**src/rtl/branch_unit.sv**
```systemverilog
// Branch resolver: RV funct3 compare, one-entry valid/ready result register, 2-bit BHT predictor.
// Optional resolved-branch / mispredict counters are built when BRANCH_STATS_EN is defined.
module branch_unit #(
  parameter int XLEN        = 32,
  parameter int BHT_ENTRIES = 64
) (
  input  logic            clk,
  input  logic            rst,
  input  logic [XLEN-1:0] pred_pc,
  output logic            pred_taken,
  input  logic            in_valid,
  output logic            in_ready,
  input  logic            branch,
  input  logic [2:0]      funct3,
  input  logic [XLEN-1:0] rs1,
  input  logic [XLEN-1:0] rs2,
  input  logic [XLEN-1:0] pc,
  input  logic            pred_in,
  input  logic            flush,
  output logic            out_valid,
  input  logic            out_ready,
  output logic            taken,
  output logic            mispredict,
  output logic            illegal,
  output logic [31:0]     stat_branches,
  output logic [31:0]     stat_mispredict
);

  localparam int IDX_W = $clog2(BHT_ENTRIES);

  typedef enum logic [2:0] {
    F3_EQ  = 3'b000,
    F3_NE  = 3'b001,
    F3_LT  = 3'b100,
    F3_GE  = 3'b101,
    F3_LTU = 3'b110,
    F3_GEU = 3'b111
  } f3_br_e;

  logic [1:0]       bht_q [BHT_ENTRIES];
  logic [1:0]       bht_d [BHT_ENTRIES];
  logic [IDX_W-1:0] pred_idx;
  logic [IDX_W-1:0] upd_idx;

  logic out_valid_q, out_valid_d;
  logic taken_q, taken_d;
  logic mispredict_q, mispredict_d;
  logic illegal_q, illegal_d;

  logic accept;
  logic res_taken;
  logic res_illegal;
  logic res_legal_branch;
  logic op_eq, op_lt, op_ltu;

  assign pred_idx   = pred_pc[IDX_W+1:2];
  assign upd_idx    = pc[IDX_W+1:2];
  // Lookup reads the registered table, so a same-cycle update is seen only next cycle.
  assign pred_taken = bht_q[pred_idx][1];

  assign in_ready = !flush && (!out_valid_q || out_ready);
  assign accept   = in_valid && in_ready;

  assign op_eq  = (rs1 == rs2);
  assign op_lt  = ($signed(rs1) < $signed(rs2));
  assign op_ltu = (rs1 < rs2);

  // NOTE: every signal written in always_comb gets a default first, so no path leaves it unassigned and no latch is inferred.
  always_comb begin
    res_taken        = 1'b0;
    res_illegal      = 1'b0;
    res_legal_branch = 1'b0;
    if (branch) begin
      res_legal_branch = 1'b1;
      case (f3_br_e'(funct3))
        F3_EQ:   res_taken = op_eq;
        F3_NE:   res_taken = !op_eq;
        F3_LT:   res_taken = op_lt;
        F3_GE:   res_taken = !op_lt;
        F3_LTU:  res_taken = op_ltu;
        F3_GEU:  res_taken = !op_ltu;
        default: begin
          res_illegal      = 1'b1;
          res_legal_branch = 1'b0;
        end
      endcase
    end
  end

  always_comb begin
    bht_d = bht_q;
    if (accept && res_legal_branch) begin
      if (res_taken) begin
        if (bht_q[upd_idx] != 2'b11) bht_d[upd_idx] = bht_q[upd_idx] + 2'b01;
      end else begin
        if (bht_q[upd_idx] != 2'b00) bht_d[upd_idx] = bht_q[upd_idx] - 2'b01;
      end
    end
  end

  always_comb begin
    out_valid_d  = out_valid_q;
    taken_d      = taken_q;
    mispredict_d = mispredict_q;
    illegal_d    = illegal_q;
    if (flush) begin
      out_valid_d = 1'b0;
    end else if (accept) begin
      out_valid_d  = 1'b1;
      taken_d      = res_taken;
      mispredict_d = res_taken ^ pred_in;
      illegal_d    = res_illegal;
    end else if (out_ready) begin
      out_valid_d = 1'b0;
    end
  end

  // NOTE: the table is a flop array with a reset value rather than a RAM, because every counter must come up weakly not-taken.
  always_ff @(posedge clk or posedge rst) begin
    if (rst) begin
      for (int i = 0; i < BHT_ENTRIES; i++) bht_q[i] <= 2'b01;
    end else begin
      bht_q <= bht_d;
    end
  end

  // NOTE: sequential state uses non-blocking assignment so all flops sample their _d values from the same edge.
  always_ff @(posedge clk or posedge rst) begin
    if (rst) begin
      out_valid_q  <= 1'b0;
      taken_q      <= 1'b0;
      mispredict_q <= 1'b0;
      illegal_q    <= 1'b0;
    end else begin
      out_valid_q  <= out_valid_d;
      taken_q      <= taken_d;
      mispredict_q <= mispredict_d;
      illegal_q    <= illegal_d;
    end
  end

  assign out_valid  = out_valid_q;
  assign taken      = taken_q;
  assign mispredict = mispredict_q;
  assign illegal    = illegal_q;

`ifdef BRANCH_STATS_EN
  logic        is_branch_q, is_branch_d;
  logic        xfer;
  logic [31:0] stat_branches_q, stat_branches_d;
  logic [31:0] stat_mispredict_q, stat_mispredict_d;

  // A flushed result is discarded, so it never counts as a transfer.
  assign xfer = out_valid_q && out_ready && !flush;

  always_comb begin
    is_branch_d       = is_branch_q;
    stat_branches_d   = stat_branches_q;
    stat_mispredict_d = stat_mispredict_q;
    if (accept) is_branch_d = branch;
    if (xfer && is_branch_q && !illegal_q) begin
      stat_branches_d = stat_branches_q + 32'd1;
      if (mispredict_q) stat_mispredict_d = stat_mispredict_q + 32'd1;
    end
  end

  always_ff @(posedge clk or posedge rst) begin
    if (rst) begin
      is_branch_q       <= 1'b0;
      stat_branches_q   <= '0;
      stat_mispredict_q <= '0;
    end else begin
      is_branch_q       <= is_branch_d;
      stat_branches_q   <= stat_branches_d;
      stat_mispredict_q <= stat_mispredict_d;
    end
  end

  assign stat_branches   = stat_branches_q;
  assign stat_mispredict = stat_mispredict_q;
`else
  assign stat_branches   = '0;
  assign stat_mispredict = '0;
`endif

  logic unused_bits;
  assign unused_bits = ^{pred_pc[XLEN-1:IDX_W+2], pred_pc[1:0], pc[XLEN-1:IDX_W+2], pc[1:0]};

endmodule

```
**config.mk**
```make
export PLATFORM = sky130hd
export DESIGN_NAME = branch_unit
export DESIGN_NICKNAME = d
export VERILOG_FILES = /design/src/rtl/branch_unit.sv
export SDC_FILE = /design/constraint.sdc
export NUM_CORES = 1
export LEC_CHECK = 0
export BUFFER_PORTS_ARGS = -buffer_cell sky130_fd_sc_hd__buf_4
export CORE_AREA = 2 2 141 143
export DETAILED_ROUTE_END_ITERATION = 6
export DIE_AREA = 0 0 143 145
export PLACE_DENSITY = 0.74
export SETUP_SLACK_MARGIN = 0.4
export SLEW_MARGIN = 20
export SYNTH_ARGS = -nofsm -noshare
export SYNTH_HDL_FRONTEND = slang
export SYNTH_SLANG_ARGS = --single-unit
```
**constraint.sdc**
```tcl
create_clock -name clk -period 7.96 [get_ports clk]
set_input_delay 0 -clock clk [delete_from_list [all_inputs] [get_ports clk]]
set_output_delay 0 -clock clk [all_outputs]
set_load 0.01 [all_outputs]
```
==> impl_metrics.json <==
{
  "drt_iter0_drc": 765,
  "ys_top_cells_by_area": "mux2_2 19%, dfrtp_1 18%, dfstp_2 18%, nor4_1 5.9%, buf_4 5.3%",
  "timing.final.crit_period_ns": 4.41,
  "path_cells": "o22ai_1 > nor4_1 > a21oi_1 > mux4_2 > inv_1 > ha_2 > buf_4 > nor4_1 > mux2i_1 > mux2_2",
  "max-vdd-ir-drop_mv": 0.153,
  "grt_usage": 0.243,
  "cts_tree": "yes",
  "gp_congestion": 0.852,
  "drive_gt1_frac": 0.395,
  "synth_top_cell_by_area": "mux2_2",
  "ys_seq_area_frac": 0.356,
  "cts_root_buffer": "clkbuf_16",
  "hold_path.class": "input port to flip-flop",
  "dp_slack_ns": 3.41,
  "skew_ns": 0.00635,
  "slowest_delay_ns": 0.80,
  "wl_mm": 24.8,
  "synth_seq_cells": 132,
  "clkSlewWorstSetupHoldPaths_ns": 0.06,
  "ctsHtreeMaxLevel": 4,
  "rsz0062_at_grt": "no",
  "drc": 0,
  "fmax_mhz": 227,
  "synth_top_flop_cell": "dfrtp_1",
  "clk_path_buf_depth": 2,
  "firstDrtPassIters": 5,
  "io_pins": 208,
  "synth_top_area_share": 0.186,
  "port_buffers": 91,
  "cts-buffers-inserted": 17,
  "finalSetupTns_ns": 0,
  "design.core.area_um2": 19200,
  "die_width_um": 143,
  "cp_max_fo": 36,
  "hpwl_mm": 15.3,
  "syn_inst": 920,
  "synth-edff-count": 0,
  "powerDensity_nw_per_um2": 179,
  "synth_area_per_cell_um2": 10.3,
  "final-setup-viol-count": 0,
  "antenna_found_initial": 0,
  "worst_pin_slew_ns": 1.14,
  "async_reset_ff_frac": 1.00,
  "min_period_over_period": 0.555,
  "fp-row-count": 51,
  "worst_slack_ns": 3.55,
  "start_util": 0.495,
  "synth.cell_area_um2": 9520,
  "drv_cap": 0,
  "num_antenna_cells": 0,
  "grt_pass1_vias": 7560,
  "ctsResizeCount": 0,
  "route.vias.total": 7550,
  "area_growth_pct": 12.3,
  "status": "completed",
  "synth_cell_types": 51,
  "arrival_ns": 4.73,
  "cpMostUsedCell": "nor4_1",
  "placed_area_um2": 10000,
  "crit_buf_inv": 2,
  "relSlewSlack": 0.236,
  "slew_viol_final": 0,
  "vias_per_cell": 6.08,
  "cp_top_family": "multiplexers",
  "cp_slowest_cell": "mux4_2",
  "fin_area_um2": 10700,
  "grt_pass1_wl_mm": 39.5,
  "die_area_um2": 20700,
  "antenna_left": 0,
  "gr-total-overflow": 0,
  "detail_route.wl_per_cell_um": 20.0,
  "worstPathRequired_ns": 8.28,
  "grt_max_degree": 89,
  "finalHoldViolations": 0,
  "crit_path_end_kind": "flip-flop",
  "p_leak_uw": 0.00462,
  "power_uw": 1910,
  "fin_nets": 1135,
  "start_kind": "flip-flop",
  "die_h_um": 145,
  "synth_warnings": 0,
  "crit_type": "flip-flop to flip-flop",
  "clock-sinks": 132,
  "clock_latency_ns": 0.43,
  "post-route-util": 0.556
}
cell usage after synthesis, drive strengths merged, types with 2 or more instances:
cell / count
nand2: 46
a21o: 2
a221oi: 3
nor2: 16
o22ai: 26
nand2b: 2
nor3: 50
nor4: 89
clkbuf: 63
mux4: 22
buf: 85
nand4: 17
ha: 34
a41oi: 2
mux2: 157
o22a: 3
dfstp: 64
nand3: 4
and2: 2
nor2b: 4
nor3b: 2
a22oi: 29
o211ai: 2
or2: 2
a22o: 2
inv: 37
dfrtp: 68
o31ai: 2
xor2: 3
or3: 2
a21oi: 19
o21ai: 9
nand3b: 3
mux2i: 36
o221ai: 4
timing repair:
item,4_1_cts,5_1_grt
endpoints found under the hold margin,38,0
hold buffers,8,0
setup buffers,0,0
cell type report:
cell class | count | area [µm²]
clock buffers | 22 | 464
clock inverters | 10 | 130
fillers | 1614 | 8520
inverters | 37 | 141
multi-input cells | 666 | 5400
flip-flops and latches | 132 | 3380
well taps | 265 | 332
repair buffers | 109 | 838
worst register-to-register path: cells and delay by family (launching register included):
| kind | cells | cell delay (ns) |
|---|---|---|
| AND/OR/NAND/NOR | 2 | 0.72 |
| flip-flops | 1 | 0.53 |
| buffers and inverters | 2 | 0.66 |
| adder cells (fa/ha/maj) | 1 | 0.64 |
| multiplexers | 3 | 1.48 |
| AO/OA/AOI/OAI | 2 | 0.26 |
power by group:
group	leakage, µW	total, µW	internal (µW)	switching [µW]
clock network	0.000290	799	505	294
registers	0.00160	741	718	23.4
logic	0.00273	373	136	237
stage by stage:
stage	instances	hold slack, ns
floorplan	983	0.0621
finish	1241	0.201
CTS	1241	0.194
global route	1241	0.288
global placement	1201	0.170
detailed placement	1201	0.170
cell usage in the layout, fill, tap and decap left out, types with 8 or more instances in the layout:
master,netlist,layout
a21oi_1,19,19
a22oi_1,29,29
buf_4,67,101
clkbuf_16,0,17
conb_1,1,64
dfrtp_1,68,68
dfstp_2,64,64
dlygate4sd3_1,0,8
ha_1,34,32
inv_1,37,36
mux2_2,157,157
mux2i_1,36,36
mux4_2,22,22
nand2_1,42,42
nand4_1,17,17
nor2_1,16,16
nor3_1,50,50
nor4_1,89,89
o21ai_0,9,9
o22ai_1,26,26
worst paths after layout:
check                           slack, ns  cells after the start              start               endpoint
worst max-delay path                 3.55                     10          flip-flop  bht_q[75]$_DFFE_PP0P_
worst min-delay path                 0.20                      5          out_ready      taken$_DFFE_PP0P_
worst max register to register       3.55                     10          flip-flop  bht_q[75]$_DFFE_PP0P_
worst min register to register       0.49                      2  taken$_DFFE_PP0P_      taken$_DFFE_PP0P_
max in group asynchronous            6.31                      4                rst  bht_q[19]$_DFFE_PP0P_
min in group asynchronous            0.35                      3                rst  bht_q[99]$_DFFE_PP0P_
cell families (layout without fill, tap and decap cells):
| family | after synthesis | after routing | share of synthesized area |
|---|---|---|---|
| buffers and inverters | 185 | 178 | 0.104 |
| and+or+nand+nor | 242 | 242 | 0.139 |
| other | 1 | 64 | 0.000394 |
| DFF | 132 | 132 | 0.356 |
| AOI/OAI and AO/OA | 107 | 107 | 0.0761 |
| muxes | 215 | 215 | 0.276 |
| xor gates and xnor gates | 4 | 4 | 0.00447 |
| adders and majority gates | 34 | 34 | 0.0447 |
per-layer routing:
metal / up-vias / share of wire / global-route usage
met2: 371 / 0.48 / 0.397
met3: 63 / 0.082 / 0.0502
met1: 3690 / 0.41 / 0.310
li1: 3426 / - / -
met5: - / 0 / 0
met4: 0 / 0.032 / 0.103
No activity file was read; power rests on OpenSTA's default activity.
